## config.mk

```make
export PLATFORM = sky130hd
export DESIGN_NAME = tone_sequencer
export DESIGN_NICKNAME = d
export VERILOG_FILES = /design/src/rtl/tone_sequencer.sv
export SDC_FILE = /design/constraint.sdc
export NUM_CORES = 1
export LEC_CHECK = 0
export ABC_AREA = 1
export BUFFER_PORTS_ARGS = -buffer_cell sky130_fd_sc_hd__buf_2
export CORE_ASPECT_RATIO = 1.1
export CORE_MARGIN = 2
export CORE_UTILIZATION = 50
export CTS_CLUSTER_SIZE = 28
export DETAILED_ROUTE_END_ITERATION = 7
export PLACE_DENSITY = 0.62
export SLEW_MARGIN = 5
export SYNTH_ARGS = -nofsm -noshare
export SYNTH_HDL_FRONTEND = slang
export SYNTH_SLANG_ARGS = --single-unit
```

## constraint.sdc

```tcl
create_clock -name int_osc -period 3.85 [get_ports int_osc]
set_input_delay 0.5775 -clock int_osc [delete_from_list [all_inputs] [get_ports int_osc]]
set_output_delay 0.5775 -clock int_osc [all_outputs]
set_load 0.05 [all_outputs]
```

## src/rtl/tone_sequencer.sv

```systemverilog
// Tone sequencer: plays a stored note table (threshold + duration) into the square-wave generator.
// Latency: start accepted on the clock edge; FETCH is 1 cycle, then PLAY/GAP last dur/GAP_TICKS ticks.
// No backpressure: stop aborts to IDLE next cycle; optional TONE_SEQ_LOOP_EN repeats the list until stop.
module tone_sequencer #(
  parameter int THRESH_W  = 32,
  parameter int DUR_W     = 8,
  parameter int ADDR_W    = 4,
  parameter int TICK_DIV  = 24000,
  parameter int GAP_TICKS = 10
) (
  input  logic                int_osc,
  input  logic                reset,
  input  logic                start,
  input  logic                stop,
  input  logic [ADDR_W:0]     seq_len,
  input  logic                wr_en,
  input  logic [ADDR_W-1:0]   wr_addr,
  input  logic [THRESH_W-1:0] wr_thresh,
  input  logic [DUR_W-1:0]    wr_dur,
  output logic                tone_en,
  output logic [THRESH_W-1:0] tone_thresh,
  output logic                note_strobe,
  output logic [ADDR_W-1:0]   note_idx,
  output logic                busy,
  output logic                done
);

`ifdef TONE_SEQ_LOOP_EN
  localparam bit LOOP_EN = 1'b1;
`else
  localparam bit LOOP_EN = 1'b0;
`endif

  localparam int DEPTH = 1 << ADDR_W;
  localparam int LEN_W = ADDR_W + 1;
  localparam int DIV_W = (TICK_DIV > 1) ? $clog2(TICK_DIV) : 1;
  localparam int GAP_W = (GAP_TICKS > 1) ? $clog2(GAP_TICKS) : 1;
  localparam int TK_W  = (DUR_W > GAP_W) ? DUR_W : GAP_W;

  localparam logic [DIV_W-1:0]  DIV_LAST = DIV_W'(TICK_DIV - 1);
  localparam logic [DIV_W-1:0]  DIV_ONE  = DIV_W'(1);
  localparam logic [TK_W-1:0]   TK_ONE   = TK_W'(1);
  localparam logic [TK_W-1:0]   GAP_LAST = TK_W'((GAP_TICKS > 0) ? GAP_TICKS - 1 : 0);
  localparam logic [LEN_W-1:0]  LEN_ONE  = LEN_W'(1);
  localparam logic [ADDR_W-1:0] IDX_ONE  = ADDR_W'(1);

  typedef enum logic [2:0] {S_IDLE, S_FETCH, S_PLAY, S_GAP, S_FIN} state_t;

  state_t              state_q, state_d;
  logic [ADDR_W-1:0]   idx_q, idx_d;
  logic [LEN_W-1:0]    len_q, len_d;
  logic [THRESH_W-1:0] thr_q, thr_d;
  logic [DUR_W-1:0]    dur_q, dur_d;
  logic [DIV_W-1:0]    div_q, div_d;
  logic [TK_W-1:0]     tk_q, tk_d;

  // Note table; contents deliberately survive reset.
  logic [THRESH_W-1:0] thr_mem [DEPTH];
  logic [DUR_W-1:0]    dur_mem [DEPTH];

  logic [THRESH_W-1:0] rd_thr;
  logic [DUR_W-1:0]    rd_dur;
  logic                is_last;
  logic                tick_end;
  state_t              adv_state;
  logic [ADDR_W-1:0]   adv_idx;

  assign rd_thr   = thr_mem[idx_q];
  assign rd_dur   = dur_mem[idx_q];
  assign is_last  = ({1'b0, idx_q} + LEN_ONE) == len_q;
  assign tick_end = (div_q == DIV_LAST);

  // Table writes are only honoured while idle so playback never sees a half-updated entry.
  always_ff @(posedge int_osc) begin
    if (wr_en && (state_q == S_IDLE)) begin
      thr_mem[wr_addr] <= wr_thresh;
      dur_mem[wr_addr] <= wr_dur;
    end
  end

  // Where to go once the current note (or skipped note) is finished.
  always_comb begin
    adv_state = S_FETCH;
    adv_idx   = idx_q + IDX_ONE;
    if (is_last) begin
      if (LOOP_EN) begin
        adv_state = S_FETCH;
        adv_idx   = '0;
      end else begin
        adv_state = S_FIN;
        adv_idx   = idx_q;
      end
    end
  end

  // Next-state and datapath update; stop overrides everything outside IDLE.
  always_comb begin
    state_d = state_q;
    idx_d   = idx_q;
    len_d   = len_q;
    thr_d   = thr_q;
    dur_d   = dur_q;
    div_d   = div_q;
    tk_d    = tk_q;

    case (state_q)
      S_IDLE: begin
        if (start && !stop) begin
          len_d   = seq_len;
          idx_d   = '0;
          state_d = (seq_len == '0) ? S_FIN : S_FETCH;
        end
      end
      S_FETCH: begin
        if (rd_dur == '0) begin
          state_d = adv_state;
          idx_d   = adv_idx;
        end else begin
          thr_d   = rd_thr;
          dur_d   = rd_dur;
          div_d   = '0;
          tk_d    = '0;
          state_d = S_PLAY;
        end
      end
      S_PLAY: begin
        if (tick_end) begin
          div_d = '0;
          tk_d  = tk_q + TK_ONE;
        end else begin
          div_d = div_q + DIV_ONE;
        end
        if (tick_end && ((tk_q + TK_ONE) == TK_W'(dur_q))) begin
          if (GAP_TICKS > 0) begin
            state_d = S_GAP;
            div_d   = '0;
            tk_d    = '0;
          end else begin
            state_d = adv_state;
            idx_d   = adv_idx;
          end
        end
      end
      S_GAP: begin
        if (tick_end) begin
          div_d = '0;
          tk_d  = tk_q + TK_ONE;
        end else begin
          div_d = div_q + DIV_ONE;
        end
        if (tick_end && (tk_q == GAP_LAST)) begin
          state_d = adv_state;
          idx_d   = adv_idx;
        end
      end
      S_FIN: begin
        state_d = S_IDLE;
      end
      default: begin
        state_d = S_IDLE;
      end
    endcase

    if (stop && (state_q != S_IDLE)) begin
      state_d = S_IDLE;
      idx_d   = idx_q;
      thr_d   = thr_q;
    end
  end

  // State and datapath registers.
  always_ff @(posedge int_osc or posedge reset) begin
    if (reset) begin
      state_q <= S_IDLE;
      idx_q   <= '0;
      len_q   <= '0;
      thr_q   <= '0;
      dur_q   <= '0;
      div_q   <= '0;
      tk_q    <= '0;
    end else begin
      state_q <= state_d;
      idx_q   <= idx_d;
      len_q   <= len_d;
      thr_q   <= thr_d;
      dur_q   <= dur_d;
      div_q   <= div_d;
      tk_q    <= tk_d;
    end
  end

  // Counters are cleared on PLAY entry, so 0/0 in PLAY marks its first cycle.
  assign note_strobe = (state_q == S_PLAY) && (div_q == '0) && (tk_q == '0);
  assign tone_en     = (state_q == S_PLAY) && (thr_q != '0);
  assign tone_thresh = thr_q;
  assign note_idx    = idx_q;
  assign busy        = (state_q != S_IDLE);
  assign done        = (state_q == S_FIN);

endmodule

```

==> impl_results.html, run 1 <==
<table>
<tr><th>Metric</th><th>Value</th></tr>
<tr><th colspan="2">Run status</th></tr>
<tr><td>Outcome</td><td>complete, no violations</td></tr>
<tr><th colspan="2">STA</th></tr>
<tr><td>Max-slew headroom at the worst pin</td><td>a little over a third</td></tr>
<tr><td>Worst clock skew</td><td>0.0286 ns</td></tr>
<tr><td>Setup violators final</td><td>0</td></tr>
<tr><td>Sum of negative setup slack</td><td>0 ns</td></tr>
<tr><td>Final period demand of the worst path</td><td>~3.2 ns</td></tr>
<tr><td>Pins over their slew limit</td><td>0</td></tr>
<tr><td>Slew at the pin closest to its max-slew limit</td><td>0.962 ns</td></tr>
<tr><td>Maximum clock frequency</td><td>approximately 0.32 GHz</td></tr>
<tr><td>Period utilisation layout</td><td>approximately 82%</td></tr>
<tr><td>Final hold viol count</td><td>0</td></tr>
<tr><td>Setup repair after global routing missed its margin</td><td>no</td></tr>
<tr><th colspan="2">Detailed routing</th></tr>
<tr><td>Final routed DRC violation total</td><td>0</td></tr>
<tr><td>Count of routing violations after the opening detailed-route iteration</td><td>2049</td></tr>
<tr><td>Via count</td><td>about 19000</td></tr>
<tr><td>Post-detailed-route count of antenna-violating nets</td><td>0</td></tr>
<tr><td>Drt wl/cell</td><td>23.5 um</td></tr>
<tr><td>DR vias/cell</td><td>5.87</td></tr>
<tr><td>Pre-antenna DRT Iters</td><td>6</td></tr>
<tr><td>Overall routed net length</td><td>76.9 mm</td></tr>
<tr><th colspan="2">Floorplanning</th></tr>
<tr><td>Die X-Extent</td><td>233 um</td></tr>
<tr><td>Overall die height</td><td>between 200 and 300 um</td></tr>
<tr><td>I/O pins</td><td>94</td></tr>
<tr><td>Initial Util</td><td>between 50 and 60%</td></tr>
<tr><td>Total core area</td><td>about 57000 um^2</td></tr>
<tr><td>Total number of placement rows</td><td>92</td></tr>
<tr><td>Die Outline Area</td><td>slightly below 60000 um^2</td></tr>
<tr><th colspan="2">Global routing</th></tr>
<tr><td>Global-route congestion overflow total</td><td>0</td></tr>
<tr><td>Antenna violations before repair</td><td>2</td></tr>
<tr><td>Via count of the first global-routing pass</td><td>between 15000 and 20000</td></tr>
<tr><td>Pin count of the biggest net entering global routing</td><td>180</td></tr>
<tr><td>GR Util All Layers</td><td>between 20% and 30%</td></tr>
<tr><td>Wire length of the first global-routing pass</td><td>about 120 mm</td></tr>
<tr><th colspan="2">Power</th></tr>
<tr><td>Power per standard cell area</td><td>626 nW/um^2</td></tr>
<tr><td>Worst IR drop on VDD</td><td>about 0.00043 V</td></tr>
<tr><td>Static leakage</td><td>~12 nW</td></tr>
<tr><td>Total power consumption of the routed design</td><td>about 0.021 W</td></tr>
<tr><th colspan="2">Placed design</th></tr>
<tr><td>Port-buffer cells</td><td>93</td></tr>
<tr><td>Final HPWL from detailed placement</td><td>roughly 43 mm</td></tr>
<tr><td>Placer's final routability congestion estimate</td><td>around 0.9</td></tr>
<tr><td>Area post-placement</td><td>~30000 um^2</td></tr>
<tr><th colspan="2">CTS</th></tr>
<tr><td>Source-to-sink clock delay at the later pin of the worst-skew pair</td><td>0.63 ns</td></tr>
<tr><td>CTS Buf Count</td><td>between 70 and 80</td></tr>
<tr><td>CTS HTree Levels</td><td>3</td></tr>
<tr><td>Setup fix buffers added after clock tree synthesis</td><td>0</td></tr>
<tr><td>Clock tree sinks</td><td>roughly 720</td></tr>
<tr><td>Root Buffer Master</td><td>sky130_fd_sc_hd__clkbuf_16</td></tr>
<tr><td>Largest buffer count on any clock path</td><td>3</td></tr>
<tr><td>Clock slew seen by the registers of the worst setup and hold paths</td><td>about 0.06 ns</td></tr>
<tr><td>Clock tree from TritonCTS</td><td>done</td></tr>
<tr><td>Number of gates resized after CTS</td><td>0</td></tr>
<tr><th colspan="2">Synthesis</th></tr>
<tr><td>Post-synthesis sequential element count</td><td>roughly 720</td></tr>
<tr><td>Post-synthesis cell area</td><td>approximately 29000 um^2</td></tr>
<tr><td>Xor and xnor fraction of the mapped netlist area</td><td>less than 1%</td></tr>
<tr><td>Cell type with the largest total area after synthesis</td><td>sky130_fd_sc_hd__edfxtp_1</td></tr>
<tr><td>Warning count from the yosys run</td><td>0</td></tr>
<tr><td>Cells after Synth</td><td>about 2400</td></tr>
<tr><td>Combinational family with the most area after synthesis</td><td>simple AND/OR/NAND/NOR gates</td></tr>
<tr><td>Seq/Total Area, Yosys</td><td>~73%</td></tr>
<tr><td>Area share of fa/ha/maj cells after synthesis</td><td>less than 1%</td></tr>
<tr><td>Synth area leaders</td><td>sky130_fd_sc_hd__edfxtp_1 (67%), sky130_fd_sc_hd__dfrtp_1 (6.5%), sky130_fd_sc_hd__nand2_1 (6.0%)</td></tr>
<tr><td>Area fraction in compound gates after synthesis</td><td>under 10%</td></tr>
<tr><td>Mux share of post-synthesis cell area</td><td>less than 1%</td></tr>
<tr><td>Number of enable flip-flop cells after synthesis</td><td>640</td></tr>
<tr><td>Share of synthesized registers carrying an async set or reset</td><td>a little over a tenth</td></tr>
<tr><td>Post-synthesis average cell area</td><td>between 10 and 15 um^2</td></tr>
<tr><td>Yosys top cell area share</td><td>about two thirds</td></tr>
<tr><td>Synth cell types</td><td>38</td></tr>
<tr><td>Post-synthesis simple-gate area fraction</td><td>approximately an eighth</td></tr>
<tr><td>Synthesized Nets</td><td>between 2000 and 2500</td></tr>
<tr><td>Most common flop cell mapped by yosys</td><td>sky130_fd_sc_hd__edfxtp_1</td></tr>
<tr><th colspan="2">Setup path</th></tr>
<tr><td>Delay-heaviest family, CP</td><td>simple AND/OR/NAND/NOR gates</td></tr>
<tr><td>Critical-path maximum fanout</td><td>30</td></tr>
<tr><td>Critical path buffers and inverters</td><td>2</td></tr>
<tr><td>CP Class</td><td>flip-flop to flip-flop</td></tr>
<tr><td>WP data required</td><td>roughly 4.1 ns</td></tr>
<tr><td>List of cells traversed by the critical path</td><td>nor3_1 &gt; inv_1 &gt; nor2_1 &gt; nand3_1 &gt; nor2_4 &gt; buf_12</td></tr>
<tr><td>Critical Path Source Type</td><td>flip-flop</td></tr>
<tr><td>Category of the worst setup path capture point</td><td>flip-flop</td></tr>
<tr><td>Largest stage delay, worst path</td><td>around 0.66 ns</td></tr>
<tr><td>Arrival time worst endpoint</td><td>3.44 ns</td></tr>
<tr><td>Worst-path cell with the longest stage delay</td><td>sky130_fd_sc_hd__nor2_4</td></tr>
<tr><th colspan="2">Finish</th></tr>
<tr><td>Most used cells in the layout excluding fill and tap cells</td><td>sky130_fd_sc_hd__edfxtp_1 (640), sky130_fd_sc_hd__nand2_1 (459), sky130_fd_sc_hd__nor2_1 (235)</td></tr>
<tr><td>Layout Cell Area excl Fill</td><td>about 33000 um^2</td></tr>
<tr><td>Area growth syn-to-layout</td><td>13.6%</td></tr>
<tr><td>Layout Utilization</td><td>57.3%</td></tr>
<tr><td>Leading cell type in the layout, fill and taps excluded</td><td>sky130_fd_sc_hd__edfxtp_1</td></tr>
<tr><td>Post-layout nets</td><td>roughly 2500</td></tr>
<tr><td>Fill cell total of the finished layout</td><td>between 4000 and 5000</td></tr>
<tr><td>Layout cells sized above 1</td><td>11.4%</td></tr>
<tr><th colspan="2">Hold path</th></tr>
<tr><td>Hold Crit Class</td><td>input pin to flip-flop</td></tr>
<tr><th colspan="2">Flow run</th></tr>
<tr><td>Number of max-cap violations</td><td>0</td></tr>
</table>
-- Yosys cell counts, types with 27 or more instances --
cell and count:
sky130_fd_sc_hd__edfxtp_1 640, sky130_fd_sc_hd__nand2_1 459, sky130_fd_sc_hd__nor2_1 251, sky130_fd_sc_hd__o21ai_0 208
sky130_fd_sc_hd__nand3_1 138, sky130_fd_sc_hd__inv_1 102, sky130_fd_sc_hd__a21oi_1 97, sky130_fd_sc_hd__clkbuf_1 96
sky130_fd_sc_hd__dfrtp_1 75, sky130_fd_sc_hd__nand4_1 44, sky130_fd_sc_hd__o21ai_1 44, sky130_fd_sc_hd__o22ai_1 39
sky130_fd_sc_hd__a221oi_1 37, sky130_fd_sc_hd__o221ai_1 27
-- flip-flops by register name, summed over array words and instances (netlist names) --
name         count
thr_mem        512
dur_mem        128
tone_thresh     32
div_q           15
dur_q            8
tk_q             8
len_q            5
note_idx         4
state_q          3
-- power breakdown --
part           switching (W)  internal (W)
Combinational        0.00321       0.00101
Clock                0.00297       0.00422
Sequential          0.000236       0.00888
Total                0.00642        0.0141
-- final cells by class --
cell class              instances  area [um^2]  share of cell area, %
flip-flops and latches        715        21100                   64.4
clock inverters                37          427                   1.30
diodes                          1         2.50                0.00763
inverters                     110          422                   1.29
clock buffers                 100         2000                   6.11
repair buffers                147          986                   3.01
multi-input cells            1413         6900                   21.0
well taps                     752          941                   2.87
-- per-stage QoR --
stage          worst slack [ns]  hold slack [ns]  std cells
2_1_floorplan             0.195            0.468       2370
3_3_place_gp              0.807            0.499       3136
3_5_place_dp              0.777            0.496       3136
4_1_cts                   0.767            0.192       3274
5_1_grt                   0.540            0.216       3274
6_report                  0.698            0.220       3275
-- path summary, 6_finish.rpt --
kind	startpoint	endpoint	slack, ns	cells after the start
max in group asynchronous	reset	note_idx[0]	2.41	4
setup reg to reg	state_q[1]	thr_mem[9][12]	0.70	6
hold reg to reg	dur_q[0]	dur_q[0]	0.51	2
setup / recovery	state_q[1]	thr_mem[9][12]	0.70	6
min in group asynchronous	reset	div_q[7]	0.52	3
hold / removal	seq_len[0]	len_q[0]	0.22	2
-- kinds of logic (layout without fill, tap and decap cells) --
group                      after synthesis  count (layout)
adders and majority gates                6               6
muxes                                    3               3
buffers and inverters                  242             394
AOI/OAI and AO/OA                      475             475
xor gates and xnor gates                18              18
and+or+nand+nor                        911             911
other                                    0               1
DFF                                    715             715
-- metal layers --
metal  routed length (um)  GRT usage (%)  share of wire [%]
met1                31600           34.8                 41
met2                37400           42.4                 49
met3                 5130           4.20                6.7
met4                 2720           11.0                3.5
met5                    0              0                  0
-- timing repair --
item | CTS | global route
endpoints found under the setup margin | 0 | 0
endpoints found under the hold margin | 23 | 0
hold buffers | 1 | 0
(Power assumes the default switching activity.)
==> run 2: changes to the inputs <==
- clock period: 3.85 -> 3.12 ns (I/O delays scaled with it)
==> run 2 against run 1 <==
  * Power is 25% higher
  * Critical path type is now flip-flop to primary output
  * Routed wire length rose by 0.18%
  * Die area stayed put
  * Largest power group unchanged
  * Core utilization is 0.87 points higher
  * Highest routed layer is now met5
  * Clock power increased by 29%
  * Flip-flop and latch count is the same
  * Largest cell class unchanged
  * Critical endpoint is now tone_en
  * Non-clock buffer count is 13 higher
  * Design area is 1.5% higher
  * Final cell count is 0.31% higher
  * Worst hold slack lost 0.090 ns
  * Combinational power increased by 23%
  * Sequential share of layout area fell by 0.96 points
==> impl_results.html, run 2 (synthesis results as in run 1) <==
<table>
<tr><th>Metric</th><th>Value</th></tr>
<tr><th colspan="2">STA</th></tr>
<tr><td>Setup violators final</td><td>0</td></tr>
<tr><td>Slew at the pin closest to its max-slew limit</td><td>a little under 0.8 ns</td></tr>
<tr><td>Final hold slack</td><td>0.130 ns</td></tr>
<tr><td>Max-slew headroom at the worst pin</td><td>between 40% and 50%</td></tr>
<tr><td>Sum of negative setup slack</td><td>0 ns</td></tr>
<tr><td>Period utilisation layout</td><td>93.9%</td></tr>
<tr><td>Maximum clock frequency</td><td>about 0.34 GHz</td></tr>
<tr><td>Setup repair after global routing missed its margin</td><td>no</td></tr>
<tr><td>Pins over their slew limit</td><td>0</td></tr>
<tr><td>Worst clock skew</td><td>around 0.021 ns</td></tr>
<tr><td>Final period demand of the worst path</td><td>just under 3 ns</td></tr>
<tr><td>Final hold viol count</td><td>0</td></tr>
<tr><th colspan="2">Run status</th></tr>
<tr><td>Outcome</td><td>complete, no violations</td></tr>
<tr><th colspan="2">Setup path</th></tr>
<tr><td>Worst-path cell with the longest stage delay</td><td>sky130_fd_sc_hd__nor4_1</td></tr>
<tr><td>WP data required</td><td>2.65 ns</td></tr>
<tr><td>Critical Path Source Type</td><td>flip-flop</td></tr>
<tr><td>Largest stage delay, worst path</td><td>roughly 0.55 ns</td></tr>
<tr><td>Critical path buffers and inverters</td><td>3</td></tr>
<tr><td>Category of the worst setup path capture point</td><td>primary output</td></tr>
<tr><td>List of cells traversed by the critical path</td><td>inv_1 &gt; nand4_1 &gt; nor4_1 &gt; buf_4 &gt; a21oi_1 &gt; buf_2</td></tr>
<tr><td>Arrival time worst endpoint</td><td>roughly 2.5 ns</td></tr>
<tr><td>CP Class</td><td>flip-flop to primary output</td></tr>
<tr><td>Critical-path maximum fanout</td><td>2</td></tr>
<tr><td>Delay-heaviest family, CP</td><td>simple AND/OR/NAND/NOR gates</td></tr>
<tr><th colspan="2">Placed design</th></tr>
<tr><td>Placer's final routability congestion estimate</td><td>0.834</td></tr>
<tr><td>Port-buffer cells</td><td>93</td></tr>
<tr><td>Final HPWL from detailed placement</td><td>41.6 mm</td></tr>
<tr><td>Area post-placement</td><td>30700 um^2</td></tr>
<tr><th colspan="2">Floorplanning</th></tr>
<tr><td>Total core area</td><td>roughly 57000 um^2</td></tr>
<tr><td>Initial Util</td><td>between 50 and 60%</td></tr>
<tr><td>Die X-Extent</td><td>roughly 230 um</td></tr>
<tr><td>Die Outline Area</td><td>59600 um^2</td></tr>
<tr><td>Overall die height</td><td>256 um</td></tr>
<tr><td>Total number of placement rows</td><td>between 90 and 100</td></tr>
<tr><td>I/O pins</td><td>94</td></tr>
<tr><th colspan="2">Hold path</th></tr>
<tr><td>Hold Crit Class</td><td>input pin to flip-flop</td></tr>
<tr><th colspan="2">CTS</th></tr>
<tr><td>CTS Buf Count</td><td>73</td></tr>
<tr><td>Largest buffer count on any clock path</td><td>3</td></tr>
<tr><td>Clock tree from TritonCTS</td><td>done</td></tr>
<tr><td>Clock slew seen by the registers of the worst setup and hold paths</td><td>approximately 0.060 ns</td></tr>
<tr><td>Clock tree sinks</td><td>715</td></tr>
<tr><td>Source-to-sink clock delay at the later pin of the worst-skew pair</td><td>slightly above 0.6 ns</td></tr>
<tr><td>Number of gates resized after CTS</td><td>0</td></tr>
<tr><td>Root Buffer Master</td><td>sky130_fd_sc_hd__clkbuf_16</td></tr>
<tr><td>CTS HTree Levels</td><td>3</td></tr>
<tr><th colspan="2">Finish</th></tr>
<tr><td>Largest register FFs</td><td>~510</td></tr>
<tr><td>Area growth syn-to-layout</td><td>15.4%</td></tr>
<tr><td>Layout Utilization</td><td>between 50% and 60%</td></tr>
<tr><td>Fill cell total of the finished layout</td><td>approximately 4500</td></tr>
<tr><td>Register with the most flip-flops</td><td>thr_mem</td></tr>
<tr><td>Leading cell type in the layout, fill and taps excluded</td><td>sky130_fd_sc_hd__edfxtp_1</td></tr>
<tr><td>Layout Cell Area excl Fill</td><td>~33000 um^2</td></tr>
<tr><td>Post-layout nets</td><td>2533</td></tr>
<tr><td>Most used cells in the layout excluding fill and tap cells</td><td>sky130_fd_sc_hd__edfxtp_1 (640), sky130_fd_sc_hd__nand2_1 (459), sky130_fd_sc_hd__nor2_1 (235)</td></tr>
<tr><td>Layout cells sized above 1</td><td>between 10 and 15%</td></tr>
<tr><th colspan="2">Power</th></tr>
<tr><td>Worst IR drop on VDD</td><td>between 0.0005 and 0.0006 V</td></tr>
<tr><td>Logic gate share of total power</td><td>20.2%</td></tr>
<tr><td>Power per standard cell area</td><td>roughly 770 nW/um^2</td></tr>
<tr><td>Part of the power in the clock network</td><td>between 30% and 40%</td></tr>
<tr><td>Sw Ratio</td><td>30.5%</td></tr>
<tr><td>Static leakage</td><td>~12 nW</td></tr>
<tr><td>NetSw</td><td>~0.0079 W</td></tr>
<tr><td>Internal Dissipation</td><td>about 0.018 W</td></tr>
<tr><td>Sequential fraction of design power</td><td>43.7%</td></tr>
<tr><th colspan="2">Flow run</th></tr>
<tr><td>Number of max-cap violations</td><td>0</td></tr>
<tr><th colspan="2">Global routing</th></tr>
<tr><td>Antenna violations before repair</td><td>5</td></tr>
<tr><td>Wire length of the first global-routing pass</td><td>116 mm</td></tr>
<tr><td>Pin count of the biggest net entering global routing</td><td>153</td></tr>
<tr><td>Global-route congestion overflow total</td><td>0</td></tr>
<tr><td>Via count of the first global-routing pass</td><td>about 19000</td></tr>
<tr><td>GR Util All Layers</td><td>approximately a quarter</td></tr>
<tr><th colspan="2">Detailed routing</th></tr>
<tr><td>Overall routed net length</td><td>between 70 and 80 mm</td></tr>
<tr><td>Count of routing violations after the opening detailed-route iteration</td><td>approximately 2200</td></tr>
<tr><td>Pre-antenna DRT Iters</td><td>5</td></tr>
<tr><td>Drt wl/cell</td><td>23.5 um</td></tr>
<tr><td>DR vias/cell</td><td>slightly below 6</td></tr>
<tr><td>Post-detailed-route count of antenna-violating nets</td><td>0</td></tr>
<tr><td>Final routed DRC violation total</td><td>0</td></tr>
<tr><td>Via count</td><td>approximately 19000</td></tr>
</table>
[run 2: per-layer routing]
| metal | vias to the layer above | wire length, um | global-route usage, % |
|---|---|---|---|
| li1 | 8766 | - | - |
| met1 | 9666 | 31400 | 35.2 |
| met2 | 778 | 37900 | 42.9 |
| met3 | 155 | 5470 | 4.01 |
| met4 | 6 | 2230 | 9.11 |
| met5 | - | 42 | 0 |
[run 2: path summary, 6_finish.rpt]
kind / from / endpoint / slack (ns) / depth (start not counted)
max: tone_thresh[2] / tone_en / 0.19 / 6
min: seq_len[3] / len_q[3] / 0.13 / 2
max reg2reg: note_idx[0] / div_q[14] / 0.30 / 14
min reg2reg: dur_q[0] / dur_q[0] / 0.51 / 2
max in group asynchronous: reset / note_idx[0] / 2.18 / 4
min in group asynchronous: reset / div_q[10] / 0.52 / 4
[run 2: cell type report]
type	count	area, um^2	share of cell area, %
Sequential cell	715	21100	63.4
Timing Repair Buffer	160	1350	4.05
Clock inverter	34	432	1.30
Multi-Input combinational cell	1413	6900	20.7
Tap cell	752	941	2.83
Clock buffer	99	2130	6.40
Inverter	110	422	1.27
Antenna cell	2	5.00	0.0150
[run 2: repair_timing]
action	4_1_cts	5_1_grt
endpoints found under the hold margin	60	0
setup endpoints to repair	0	0
hold buffers	1	0
setup buffers	0	0
[run 2: through the flow]
step	total power, W	setup WS (ns)	cells
floorplan	0.0150	-0.535	2370
global placement	0.0165	0.416	3149
detailed placement	0.0166	0.326	3149
CTS	0.0258	0.180	3283
global route	0.0267	0.0566	3284
finish	0.0257	0.191	3285
[run 2: power by group through the flow]
| stage | combinational [W] | clock (W) | sequential (W) |
|---|---|---|---|
| finish | 0.00519 | 0.00928 | 0.0113 |
| global route | 0.00567 | 0.00975 | 0.0113 |
| CTS | 0.00520 | 0.00939 | 0.0113 |
| detailed placement | 0.00518 | 0 | 0.0114 |
| global placement | 0.00508 | 0 | 0.0114 |
| floorplan | 0.00286 | 0 | 0.0121 |
==> run 3: changes to the inputs <==
- CAP_MARGIN: default -> 0
- CORE_UTILIZATION: 50 -> 61
- PLACE_DENSITY: 0.62 -> 0.74
==> run 3 against run 2 <==
  * The run now ends with DRC left
  * Combinational power up 2%
  * Sequential share of layout area grew 0.67 points
  * Core utilization rose by 12 points
  * Design area fell by 1.0%
  * Sequential power hardly changed
  * Routed wire length is 1.3% lower
  * Non-clock buffer count increased by 4
  * Register-to-register slack better by 0.02 ns
  * Count of clock-buffer cells in the layout stayed put
  * Flip-flop and latch count did not move
  * Final cell count decreased by 4.7%
  * Via count is 3.3% higher
==> impl_results.html, run 3 (synthesis results as in run 1) <==
<table>
<tr><th>Metric</th><th>Value</th></tr>
<tr><th colspan="2">Global routing</th></tr>
<tr><td>Global-route congestion overflow total</td><td>0</td></tr>
<tr><td>GR Util All Layers</td><td>between 30% and 40%</td></tr>
<tr><td>Pin count of the biggest net entering global routing</td><td>around 150</td></tr>
<tr><td>Antenna violations before repair</td><td>7</td></tr>
<tr><td>Via count of the first global-routing pass</td><td>around 19000</td></tr>
<tr><td>Wire length of the first global-routing pass</td><td>roughly 110 mm</td></tr>
<tr><th colspan="2">Setup path</th></tr>
<tr><td>Delay-heaviest family, CP</td><td>simple AND/OR/NAND/NOR gates</td></tr>
<tr><td>Depth of the critical timing path with buffers and inverters included</td><td>6</td></tr>
<tr><td>R2r startpoint</td><td>note_idx[1]</td></tr>
<tr><td>Largest stage delay, worst path</td><td>about 0.42 ns</td></tr>
<tr><td>Worst-path cell with the longest stage delay</td><td>sky130_fd_sc_hd__nor3_1</td></tr>
<tr><td>CP Class</td><td>flip-flop to primary output</td></tr>
<tr><td>Capturing point of the worst reg2reg path</td><td>div_q[14]</td></tr>
<tr><td>Critical path buffers and inverters</td><td>3</td></tr>
<tr><td>WP data required</td><td>~2.7 ns</td></tr>
<tr><td>Critical-path maximum fanout</td><td>8</td></tr>
<tr><td>Critical Path Source Type</td><td>flip-flop</td></tr>
<tr><td>Path depth of the worst reg2reg path</td><td>12</td></tr>
<tr><td>Critical Path End</td><td>note_strobe</td></tr>
<tr><td>Most frequent cell on the critical path</td><td>sky130_fd_sc_hd__nor3_1</td></tr>
<tr><td>Arrival time worst endpoint</td><td>about 2.4 ns</td></tr>
<tr><td>Category of the worst setup path capture point</td><td>primary output</td></tr>
<tr><td>List of cells traversed by the critical path</td><td>inv_1 &gt; nor3_1 &gt; buf_4 &gt; nand4_1 &gt; nor3_1 &gt; buf_2</td></tr>
<tr><td>Launch point of the worst path</td><td>state_q[1]</td></tr>
<tr><td>Worst-case register-to-register setup slack</td><td>~0.32 ns</td></tr>
<tr><th colspan="2">STA</th></tr>
<tr><td>Setup violators final</td><td>0</td></tr>
<tr><td>Final period demand of the worst path</td><td>2.88 ns</td></tr>
<tr><td>Maximum clock frequency</td><td>roughly 0.35 GHz</td></tr>
<tr><td>Slew at the pin closest to its max-slew limit</td><td>0.750 ns</td></tr>
<tr><td>Max-slew headroom at the worst pin</td><td>49.8%</td></tr>
<tr><td>Pins over their slew limit</td><td>0</td></tr>
<tr><td>Setup repair after global routing missed its margin</td><td>no</td></tr>
<tr><td>Worst clock skew</td><td>0.0289 ns</td></tr>
<tr><td>Final hold viol count</td><td>0</td></tr>
<tr><td>Period utilisation layout</td><td>between 90 and 100%</td></tr>
<tr><td>Sum of negative setup slack</td><td>0 ns</td></tr>
<tr><td>Final Worst Setup Slack</td><td>around 0.24 ns</td></tr>
<tr><th colspan="2">Flow run</th></tr>
<tr><td>Number of max-cap violations</td><td>0</td></tr>
<tr><th colspan="2">Finish</th></tr>
<tr><td>Post-layout nets</td><td>2534</td></tr>
<tr><td>Register with the most flip-flops</td><td>thr_mem</td></tr>
<tr><td>Leading cell type in the layout, fill and taps excluded</td><td>sky130_fd_sc_hd__edfxtp_1</td></tr>
<tr><td>Layout cells sized above 1</td><td>between 10% and 20%</td></tr>
<tr><td>Area growth syn-to-layout</td><td>14.2%</td></tr>
<tr><td>Largest register FFs</td><td>512</td></tr>
<tr><td>Layout Cell Area excl Fill</td><td>32900 um^2</td></tr>
<tr><td>Fill cell total of the finished layout</td><td>slightly above 3000</td></tr>
<tr><td>Most used cells in the layout excluding fill and tap cells</td><td>sky130_fd_sc_hd__edfxtp_1 (640), sky130_fd_sc_hd__nand2_1 (459), sky130_fd_sc_hd__nor2_1 (235)</td></tr>
<tr><td>Layout Utilization</td><td>70.5%</td></tr>
<tr><td>Storage cell area</td><td>21100 um^2</td></tr>
<tr><td>Area of the multi-input gates</td><td>a little under 7000 um^2</td></tr>
<tr><th colspan="2">Power</th></tr>
<tr><td>Worst IR drop on VDD</td><td>approximately 0.00068 V</td></tr>
<tr><td>Power per standard cell area</td><td>roughly 760 nW/um^2</td></tr>
<tr><td>Static leakage</td><td>about 12 nW</td></tr>
<tr><th colspan="2">Detailed routing</th></tr>
<tr><td>Via count</td><td>between 20000 and 25000</td></tr>
<tr><td>Count of routing violations after the opening detailed-route iteration</td><td>2860</td></tr>
<tr><td>Pre-antenna DRT Iters</td><td>8</td></tr>
<tr><td>Drt wl/cell</td><td>~24 um</td></tr>
<tr><td>Post-detailed-route count of antenna-violating nets</td><td>0</td></tr>
<tr><td>Final routed DRC violation total</td><td>1</td></tr>
<tr><td>Overall routed net length</td><td>about 76 mm</td></tr>
<tr><td>DR vias/cell</td><td>around 6.4</td></tr>
<tr><th colspan="2">CTS</th></tr>
<tr><td>Clock tree sinks</td><td>715</td></tr>
<tr><td>Source-to-sink clock delay at the later pin of the worst-skew pair</td><td>roughly 0.62 ns</td></tr>
<tr><td>Root Buffer Master</td><td>sky130_fd_sc_hd__clkbuf_16</td></tr>
<tr><td>Number of gates resized after CTS</td><td>0</td></tr>
<tr><td>CTS HTree Levels</td><td>3</td></tr>
<tr><td>Setup fix buffers added after clock tree synthesis</td><td>0</td></tr>
<tr><td>Hold-fix buffer count after cts</td><td>1</td></tr>
<tr><td>Clock slew seen by the registers of the worst setup and hold paths</td><td>0.06 ns</td></tr>
<tr><td>CTS Buf Count</td><td>70</td></tr>
<tr><td>Clock tree from TritonCTS</td><td>done</td></tr>
<tr><td>Largest buffer count on any clock path</td><td>3</td></tr>
<tr><th colspan="2">Floorplanning</th></tr>
<tr><td>Overall die height</td><td>about 230 um</td></tr>
<tr><td>Total core area</td><td>between 40000 and 50000 um^2</td></tr>
<tr><td>I/O pins</td><td>between 90 and 100</td></tr>
<tr><td>Die X-Extent</td><td>211 um</td></tr>
<tr><td>Total number of placement rows</td><td>83</td></tr>
<tr><td>Initial Util</td><td>between 60 and 70%</td></tr>
<tr><td>Die Outline Area</td><td>49000 um^2</td></tr>
<tr><th colspan="2">Placed design</th></tr>
<tr><td>Placer's final routability congestion estimate</td><td>slightly above 0.9</td></tr>
<tr><td>Setup slack after placement</td><td>approximately 0.44 ns</td></tr>
<tr><td>Final HPWL from detailed placement</td><td>slightly above 40 mm</td></tr>
<tr><td>Area post-placement</td><td>~31000 um^2</td></tr>
<tr><td>Port-buffer cells</td><td>between 90 and 100</td></tr>
<tr><th colspan="2">Run status</th></tr>
<tr><td>Outcome</td><td>complete, but fails checks</td></tr>
<tr><td>Failing checks</td><td>DRC</td></tr>
<tr><th colspan="2">Hold path</th></tr>
<tr><td>Hold Crit Class</td><td>input pin to flip-flop</td></tr>
</table>
[run 3: cell count changes in the layout (fill, tap and decap cells not counted), moves of 2 or more]
| cell | before | now |
|---|---|---|
| sky130_fd_sc_hd__clkbuf_1 | 10 | 16 |
| sky130_fd_sc_hd__bufinv_16 | 10 | 5 |
| sky130_fd_sc_hd__buf_12 | 30 | 33 |
| sky130_fd_sc_hd__clkbuf_16 | 77 | 74 |
| sky130_fd_sc_hd__clkbuf_8 | 12 | 9 |
| sky130_fd_sc_hd__clkinvlp_4 | 4 | 1 |
| sky130_fd_sc_hd__diode_2 | 2 | 4 |
[run 3: final cells by class]
cell class,count,area share [%]
flip-flops and latches,715,64.1
multi-input cells,1413,20.9
clock buffers,99,6.18
repair buffers,164,4.29
well taps,595,2.26
inverters,110,1.28
clock inverters,31,0.916
diodes,4,0.0304
[run 3: through the flow]
step | total power [W] | hold WS [ns] | std cells
after CTS | 0.0251 | 0.0863 | 3127
after global placement | 0.0164 | 0.503 | 2996
after floorplan | 0.0150 | 0.468 | 2370
after global routing | 0.0259 | 0.108 | 3129
after detailed placement | 0.0166 | 0.510 | 2996
final | 0.0250 | 0.112 | 3131
[run 3: metal layers]
layer,up-vias,global-route usage [%],wire length (um)
li1,8755,-,-
met1,9813,41.1,28200
met2,1204,51.3,37000
met3,239,5.60,7740
met4,6,14.6,3080
met5,-,0,34
[run 3: power by group]
part / switching, W / internal [W] / total (W)
sequential: 0.000292 / 0.0110 / 0.0112
clock: 0.00354 / 0.00499 / 0.00853
combinational: 0.00396 / 0.00131 / 0.00527
[run 3: worst min path at each step]
stage,start,end,cells past startpoint
after floorplan,dur_q[1],dur_q[1],2
after global placement,len_q[4],len_q[4],2
after detailed placement,len_q[2],len_q[2],2
after CTS,seq_len[1],len_q[1],2
after global routing,seq_len[3],len_q[3],2
final,seq_len[1],len_q[1],2
